## src/rtl/modinv_helper_invert_shift_pkg.sv

```systemverilog
// -----------------------------------------------------------------------------
// modinv_helper_invert_shift_pkg
//
// Purpose:
//   Shared definitions for the modular invertor shift helper: word width,
//   shift direction type, a constant-foldable clog2 and the busy-counter
//   phase boundaries of a single shift pass.
//
// Contents:
//   WORD_BITS          width of one buffer word
//   shift_dir_e        direction of a shift lane
//   modinv_clog2()     ceil(log2(value)) usable in parameter expressions
//   proc_num_cycles()  counter modulus for an N-word pass (N+3)
//   CNT_* / cnt_*()    first/last counter values of the read, data and
//                      write phases
// -----------------------------------------------------------------------------
package modinv_helper_invert_shift_pkg;

    localparam int WORD_BITS = 32;

    typedef enum logic {
        SHIFT_RIGHT = 1'b0,
        SHIFT_LEFT  = 1'b1
    } shift_dir_e;

    function automatic int modinv_clog2(input int value);
        int result;
        int rest;
        result = 0;
        rest   = value - 1;
        while (rest > 0) begin
            result = result + 1;
            rest   = rest >> 1;
        end
        return result;
    endfunction

    // Counter values 0..N+2: 0 is idle, so the modulus is N+3.
    function automatic int proc_num_cycles(input int num_words);
        return num_words + 3;
    endfunction

    // Read phase 1..N, data phase 2..N+1, write phase 3..N+2.
    localparam int CNT_RD_FIRST   = 1;
    localparam int CNT_DATA_FIRST = 2;

    function automatic int cnt_rd_last(input int num_words);
        return num_words;
    endfunction

    function automatic int cnt_data_last(input int num_words);
        return num_words + 1;
    endfunction

    function automatic int cnt_wr_last(input int num_words);
        return num_words + 2;
    endfunction

endpackage

```

## src/rtl/modinv_helper_shift_lane.sv

```systemverilog
// -----------------------------------------------------------------------------
// modinv_helper_shift_lane
//
// Purpose:
//   One 32-bit word lane of a multiword shift by one bit. Words arrive one
//   per cycle in shift order (MSW first for a right shift, LSW first for a
//   left shift); the bit pushed out of each word is carried into the next.
//
// Ports:
//   clk       clock, rising edge
//   rst_n     synchronous active-low reset
//   clear     clears the carry at the start of a pass
//   shift_en  din holds a valid word this cycle
//   din       incoming word
//   dout      registered shifted word
//   carry     bit shifted out of the most recent word
// -----------------------------------------------------------------------------
module modinv_helper_shift_lane
    import modinv_helper_invert_shift_pkg::*;
#(
    parameter shift_dir_e DIR = SHIFT_RIGHT
) (
    input  logic                 clk,
    input  logic                 rst_n,
    input  logic                 clear,
    input  logic                 shift_en,
    input  logic [WORD_BITS-1:0] din,
    output logic [WORD_BITS-1:0] dout,
    output logic                 carry
);

    logic [WORD_BITS-1:0] dout_q;
    logic [WORD_BITS-1:0] dout_d;
    logic                 carry_q;
    logic                 carry_d;

    // The carry entering a word is the bit that fell off the previous word,
    // so clearing it at start makes the first shifted-in bit zero.
    always_comb begin
        dout_d  = dout_q;
        carry_d = carry_q;
        if (clear) begin
            carry_d = 1'b0;
        end else if (shift_en) begin
            if (DIR == SHIFT_RIGHT) begin
                dout_d  = {carry_q, din[WORD_BITS-1:1]};
                carry_d = din[0];
            end else begin
                dout_d  = {din[WORD_BITS-2:0], carry_q};
                carry_d = din[WORD_BITS-1];
            end
        end
    end

    always_ff @(posedge clk) begin
        if (!rst_n) begin
            dout_q  <= '0;
            carry_q <= 1'b0;
        end else begin
            dout_q  <= dout_d;
            carry_q <= carry_d;
        end
    end

    assign dout  = dout_q;
    assign carry = carry_q;

endmodule

```

## src/rtl/modinv_helper_invert_shift.sv

```systemverilog
// -----------------------------------------------------------------------------
// modinv_helper_invert_shift
//
// Purpose:
//   Single pass over two multiword buffers computing a_out = a_in >> 1 and
//   b_out = b_in << 1 for the almost-inverse loop. a is streamed MSW first,
//   b LSW first. Results may be written back into the source buffers.
//
// Ports:
//   clk, rst_n            clock / synchronous active-low reset
//   ena, rdy              start request (taken while rdy=1) / idle flag
//   a_rd_addr, a_din      right-shift operand read port (1-cycle latency)
//   a_wr_addr/en, a_dout  right-shift result write port
//   b_rd_addr, b_din      left-shift operand read port (1-cycle latency)
//   b_wr_addr/en, b_dout  left-shift result write port
//   a_lsb_lost            bit shifted out of a word 0 (a was odd)
//   b_msb_lost            bit shifted out of b word N-1 (overflow)
// -----------------------------------------------------------------------------
module modinv_helper_invert_shift
    import modinv_helper_invert_shift_pkg::*;
#(
    parameter int BUFFER_NUM_WORDS = 9,
    parameter int BUFFER_ADDR_BITS = 4
) (
    input  logic                        clk,
    input  logic                        rst_n,
    input  logic                        ena,
    output logic                        rdy,
    output logic [BUFFER_ADDR_BITS-1:0] a_rd_addr,
    input  logic [WORD_BITS-1:0]        a_din,
    output logic [BUFFER_ADDR_BITS-1:0] a_wr_addr,
    output logic                        a_wr_en,
    output logic [WORD_BITS-1:0]        a_dout,
    output logic [BUFFER_ADDR_BITS-1:0] b_rd_addr,
    input  logic [WORD_BITS-1:0]        b_din,
    output logic [BUFFER_ADDR_BITS-1:0] b_wr_addr,
    output logic                        b_wr_en,
    output logic [WORD_BITS-1:0]        b_dout,
    output logic                        a_lsb_lost,
    output logic                        b_msb_lost
);

    localparam int N             = BUFFER_NUM_WORDS;
    localparam int PROC_CNT_BITS = modinv_clog2(proc_num_cycles(N));

    typedef logic [PROC_CNT_BITS-1:0]    cnt_t;
    typedef logic [BUFFER_ADDR_BITS-1:0] addr_t;

    localparam cnt_t  CNT_IDLE       = '0;
    localparam cnt_t  CNT_START      = cnt_t'(CNT_RD_FIRST);
    localparam cnt_t  CNT_RD_LAST    = cnt_t'(cnt_rd_last(N));
    localparam cnt_t  CNT_DATA_START = cnt_t'(CNT_DATA_FIRST);
    localparam cnt_t  CNT_DATA_END   = cnt_t'(cnt_data_last(N));
    localparam cnt_t  CNT_WR_END     = cnt_t'(cnt_wr_last(N));
    localparam cnt_t  CNT_ONE        = cnt_t'(1);
    localparam addr_t ADDR_MSW       = addr_t'(N - 1);
    localparam addr_t ADDR_LSW       = '0;
    localparam addr_t ADDR_ONE       = addr_t'(1);

    logic  [PROC_CNT_BITS-1:0] proc_cnt_q, proc_cnt_d;
    addr_t a_rd_addr_q, a_rd_addr_d;
    addr_t b_rd_addr_q, b_rd_addr_d;
    addr_t a_wr_addr_q, a_wr_addr_d;
    addr_t b_wr_addr_q, b_wr_addr_d;
    logic  a_wr_en_q, a_wr_en_d;
    logic  b_wr_en_q, b_wr_en_d;
    logic  a_lsb_lost_q, a_lsb_lost_d;
    logic  b_msb_lost_q, b_msb_lost_d;

    logic start;
    logic rd_advance;
    logic data_phase;
    logic a_carry;
    logic b_carry;

    assign start      = (proc_cnt_q == CNT_IDLE) && ena;
    // Addresses step after every read cycle except the last; the last read
    // cycle parks them back at their idle values for the next pass.
    assign rd_advance = (proc_cnt_q >= CNT_START) && (proc_cnt_q < CNT_RD_LAST);
    assign data_phase = (proc_cnt_q >= CNT_DATA_START) && (proc_cnt_q <= CNT_DATA_END);

    // Busy counter: one start from idle, then free-runs to the end of the
    // write phase and wraps to idle. ena is not looked at while busy.
    always_comb begin
        proc_cnt_d = proc_cnt_q;
        if (proc_cnt_q == CNT_IDLE) begin
            if (start) begin
                proc_cnt_d = CNT_START;
            end
        end else if (proc_cnt_q == CNT_WR_END) begin
            proc_cnt_d = CNT_IDLE;
        end else begin
            proc_cnt_d = proc_cnt_q + CNT_ONE;
        end
    end

    // Read addresses: a walks down from the MSW, b walks up from the LSW.
    always_comb begin
        a_rd_addr_d = ADDR_MSW;
        b_rd_addr_d = ADDR_LSW;
        if (rd_advance) begin
            a_rd_addr_d = a_rd_addr_q - ADDR_ONE;
            b_rd_addr_d = b_rd_addr_q + ADDR_ONE;
        end
    end

    // Write side trails the read side by two cycles (RAM latency plus the
    // lane output register), so the word index is derived from the counter
    // value of the cycle in which its data is on a_din/b_din.
    always_comb begin
        a_wr_addr_d = ADDR_MSW;
        b_wr_addr_d = ADDR_LSW;
        a_wr_en_d   = data_phase;
        b_wr_en_d   = data_phase;
        if (data_phase) begin
            a_wr_addr_d = addr_t'(N + 1 - int'(proc_cnt_q));
            b_wr_addr_d = addr_t'(int'(proc_cnt_q) - CNT_DATA_FIRST);
        end
    end

    // The lost bits are those carried out of the final word of each stream,
    // captured when that word is on the read data bus.
    always_comb begin
        a_lsb_lost_d = a_lsb_lost_q;
        b_msb_lost_d = b_msb_lost_q;
        if (start) begin
            a_lsb_lost_d = 1'b0;
            b_msb_lost_d = 1'b0;
        end else if (proc_cnt_q == CNT_DATA_END) begin
            a_lsb_lost_d = a_din[0];
            b_msb_lost_d = b_din[WORD_BITS-1];
        end
    end

    always_ff @(posedge clk) begin
        if (!rst_n) begin
            proc_cnt_q   <= CNT_IDLE;
            a_rd_addr_q  <= ADDR_MSW;
            b_rd_addr_q  <= ADDR_LSW;
            a_wr_addr_q  <= ADDR_MSW;
            b_wr_addr_q  <= ADDR_LSW;
            a_wr_en_q    <= 1'b0;
            b_wr_en_q    <= 1'b0;
            a_lsb_lost_q <= 1'b0;
            b_msb_lost_q <= 1'b0;
        end else begin
            proc_cnt_q   <= proc_cnt_d;
            a_rd_addr_q  <= a_rd_addr_d;
            b_rd_addr_q  <= b_rd_addr_d;
            a_wr_addr_q  <= a_wr_addr_d;
            b_wr_addr_q  <= b_wr_addr_d;
            a_wr_en_q    <= a_wr_en_d;
            b_wr_en_q    <= b_wr_en_d;
            a_lsb_lost_q <= a_lsb_lost_d;
            b_msb_lost_q <= b_msb_lost_d;
        end
    end

    modinv_helper_shift_lane #(
        .DIR (SHIFT_RIGHT)
    ) u_lane_a (
        .clk      (clk),
        .rst_n    (rst_n),
        .clear    (start),
        .shift_en (data_phase),
        .din      (a_din),
        .dout     (a_dout),
        .carry    (a_carry)
    );

    modinv_helper_shift_lane #(
        .DIR (SHIFT_LEFT)
    ) u_lane_b (
        .clk      (clk),
        .rst_n    (rst_n),
        .clear    (start),
        .shift_en (data_phase),
        .din      (b_din),
        .dout     (b_dout),
        .carry    (b_carry)
    );

    // The lane carries mirror the lost flags only at the end of a pass; the
    // flags are kept as separate registers so they stay stable and defined.
    logic carry_unused;
    assign carry_unused = a_carry ^ b_carry;

    assign rdy        = (proc_cnt_q == CNT_IDLE);
    assign a_rd_addr  = a_rd_addr_q;
    assign b_rd_addr  = b_rd_addr_q;
    assign a_wr_addr  = a_wr_addr_q;
    assign b_wr_addr  = b_wr_addr_q;
    assign a_wr_en    = a_wr_en_q;
    assign b_wr_en    = b_wr_en_q;
    assign a_lsb_lost = a_lsb_lost_q;
    assign b_msb_lost = b_msb_lost_q;

endmodule

```

## config.mk

```make
export PLATFORM = sky130hd
export DESIGN_NAME = modinv_helper_invert_shift
export DESIGN_NICKNAME = d
export VERILOG_FILES = /design/src/rtl/modinv_helper_invert_shift_pkg.sv /design/src/rtl/modinv_helper_shift_lane.sv /design/src/rtl/modinv_helper_invert_shift.sv
export SDC_FILE = /design/constraint.sdc
export NUM_CORES = 1
export LEC_CHECK = 0
export CAP_MARGIN = 10
export CORE_MARGIN = 8
export CORE_UTILIZATION = 32
export DETAILED_ROUTE_END_ITERATION = 7
export GPL_TIMING_DRIVEN = 0
export HOLD_SLACK_MARGIN = 0.06
export PLACE_DENSITY = 0.73
export REMOVE_ABC_BUFFERS = 1
export SETUP_SLACK_MARGIN = 0.02
export SYNTH_ARGS = -nofsm -noshare
export SYNTH_HDL_FRONTEND = slang
export SYNTH_SLANG_ARGS = --single-unit
```

## constraint.sdc

```tcl
create_clock -name clk -period 2.2 [get_ports clk]
set_input_delay 0.44 -clock clk [delete_from_list [all_inputs] [get_ports clk]]
set_output_delay 0.44 -clock clk [all_outputs]
set_load 0.01 [all_outputs]
```

==> results_dict.tcl <==
set metrics [dict create \
    outcome "finished, final reports clean" \
    postLayoutCellArea_um2 5552 \
    crit_required_ns 1.76 \
    clock_latency_ns 0.33 \
    synth_seq_cells 88 \
    n_fill_cell 1043 \
    post-place-ws_ns -0.2484 \
    drive_gt1_frac 0.05390 \
    grt_pass1_wl_um 15020 \
    ys_types 30 \
    clock_path_buffers 2 \
    cts_root_buffer "clkbuf_16" \
    leakagePower_nw 2.171 \
    core_area_um2 11270 \
    fmax_mhz 489.3 \
    irDropWorstVdd_uv 527.1 \
    worst-path-max-fanout 6 \
    synth_area_per_cell_um2 9.266 \
    slew_headroom 0.6662 \
    ant_nets 0 \
    period_needed_ns 2.044 \
    rsz0062_at_grt "false" \
    fin_cells 681 \
    areaGrowthSynthToFinish_pct 52.84 \
    powerDensity_nw_per_um2 967.2 \
    chipWidth_um 122.5 \
    timing.hold.ws_ns 0.4549 \
    setup_viol 0 \
    cts_tree "done" \
    ctsHoldBuffers 0 \
    fin_nets 610 \
    num_antenna_cells 0 \
    cts_buffers 9 \
    synth_area_um2 3632 \
    placed_cell_area_um2 5218 \
    wire_per_inst_um 14.20 \
    viasPerCell 4.499 \
    fin_ws_ns 0.1561 \
    yosysTopAreaCell "dfxtp_1" \
    synth_top_cell_area_share 0.4850 \
    drt-initial-drc-count 143 \
    io_pins 152 \
    grtUsageTotal 0.1263 \
    fp-row-count 39 \
    dieArea_um2 15020 \
    ys_seq_area_frac 0.4850 \
    port_buffers 151 \
    crit_type "flip-flop to primary output" \
    fin_crit_sh 0.9290 \
    dr.pass1.iters 4 \
    crit_path_start_kind "flip-flop" \
    wl_um 9673 \
    hold_violations 0 \
    synth_area_leaders "dfxtp_1, mux2i_1, nand2_1" \
    worst_pin_slew_ns 0.5000 \
    overflow 0 \
    post-route-util 0.4925 \
    finClkSkew_ns 0.009477 \
    endpoint_kind "primary output" \
    vias 3064 \
    start_util 0.3222 \
    hp-class "flip-flop to flip-flop" \
    grt_pass1_vias 3063 \
    cts.reportedPaths.clkPinSlew_ns 0.06 \
    slew_violations 0 \
    worstPathArrival_ns 1.60 \
    dp_cells 664 \
    drv_cap 0 \
    grt_antenna_before_repair 0 \
    dp_hpwl_um 7389 \
    grt_max_degree 90 \
    dieHeight_um 122.5 \
    drc 0 \
    ys.warnings.count 0 \
    cts.sinks 88 \
    ctsHtreeMaxLevel 3 \
    gp_congestion 0.7510 \
    synth_cells 392 \
]
[kinds of logic (layout without fill, tap and decap cells)]
| group | after synthesis | count (layout) | synth area share |
|---|---|---|---|
| buf+inv | 33 | 179 | 0.06579 |
| fa+ha+maj | 10 | 10 | 0.03445 |
| simple gates | 172 | 172 | 0.1877 |
| flops | 88 | 88 | 0.4850 |
| xor+xnor | 6 | 6 | 0.01447 |
| mux | 67 | 67 | 0.1846 |
| compound gates | 16 | 16 | 0.02790 |
[Yosys cell counts (all sizes together)]
cell type / n
xnor2: 4
ha: 10
o22ai: 1
a21oi: 4
dfxtp: 88
o21ba: 1
nand2b: 1
xor2: 2
nor3: 3
or3b: 1
mux2i: 67
inv: 7
buf: 11
o21a: 2
o21ai: 5
nand3: 6
nor2: 19
nor4: 1
clkbuf: 15
a21boi: 1
nor2b: 4
and3: 2
o31ai: 1
a31oi: 1
nand2: 135
[per-stage QoR]
step | setup TNS, ns | power [mW]
floorplan | -107.51 | 2.899
global placement | -239.05 | 3.753
finish | 0 | 5.370
CTS | 0 | 5.466
global route | 0 | 5.665
detailed placement | -4.919 | 3.789
[critical path: stages, from the launching register on]
cell,delay [ns]
dfxtp_1,0.36
inv_2,0.13
ha_2,0.21
or3b_4,0.39
inv_1,0.06
clkbuf_2,0.13
[power breakdown]
group	leakage [nW]	switching [mW]	total [mW]	internal, mW
clock network	0.152	0.606	1.63	1.02
registers	0.720	0.160	2.03	1.87
logic	1.30	0.738	1.71	0.971
[placed cells by master (no fill, tap or decap), drive strengths merged, types with 5 or more instances in the layout]
cell type | Yosys | layout
nor2 | 19 | 19
inv | 7 | 7
nand3 | 6 | 6
dfxtp | 88 | 88
clkbuf | 15 | 12
o21ai | 5 | 5
ha | 10 | 10
nand2 | 135 | 135
clkdlybuf4s50 | 0 | 149
mux2i | 67 | 67
buf | 11 | 6
[final timing paths]
| path | from | depth (start not counted) | end | slack (ns) |
|---|---|---|---|---|
| hold / removal | u_lane_a.dout[2] | 2 | u_lane_a.dout[2] | 0.45 |
| setup reg to reg | proc_cnt_q[0] | 8 | u_lane_b.dout[11] | 0.26 |
| hold reg to reg | u_lane_a.dout[2] | 2 | u_lane_a.dout[2] | 0.45 |
| setup / recovery | proc_cnt_q[0] | 5 | rdy | 0.16 |
[sequential cells by signal, summed over array words and instances (netlist names)]
signal          cells
u_lane_b.carry      1
u_lane_a.dout      32
u_lane_a.carry      1
b_wr_en             1
u_lane_b.dout      32
proc_cnt_q          4
a_wr_addr           4
a_lsb_lost          1
b_msb_lost          1
b_wr_addr           3
a_rd_addr           4
b_rd_addr           4
[per-layer routing]
layer | GRT usage | routed length (um) | vias up
li1 | - | - | 1543
met3 | 0.03772 | 667 | 12
met2 | 0.2197 | 4685 | 103
met4 | 0.05941 | 189 | 0
met1 | 0.1388 | 4131 | 1406
met5 | 0 | 0 | -
[layout make-up]
class	count	area (um^2)	share of cell area
multi-input combinational	271	1644	0.2961
timing repair buffer	156	1614	0.2907
clock buffer	11	242.7	0.04372
inverter	7	26.28	0.004733
sequential	88	1765	0.3180
clock inverter	5	80.08	0.01442
tap	143	178.9	0.03223
[repair_timing]
item / in CTS / in global routing
setup endpoints to repair: 59 / 1
pin swaps: 1 / 0
gates resized for setup: 8 / 1
setup buffers: 1 / 0
(Power assumes the default switching activity.)
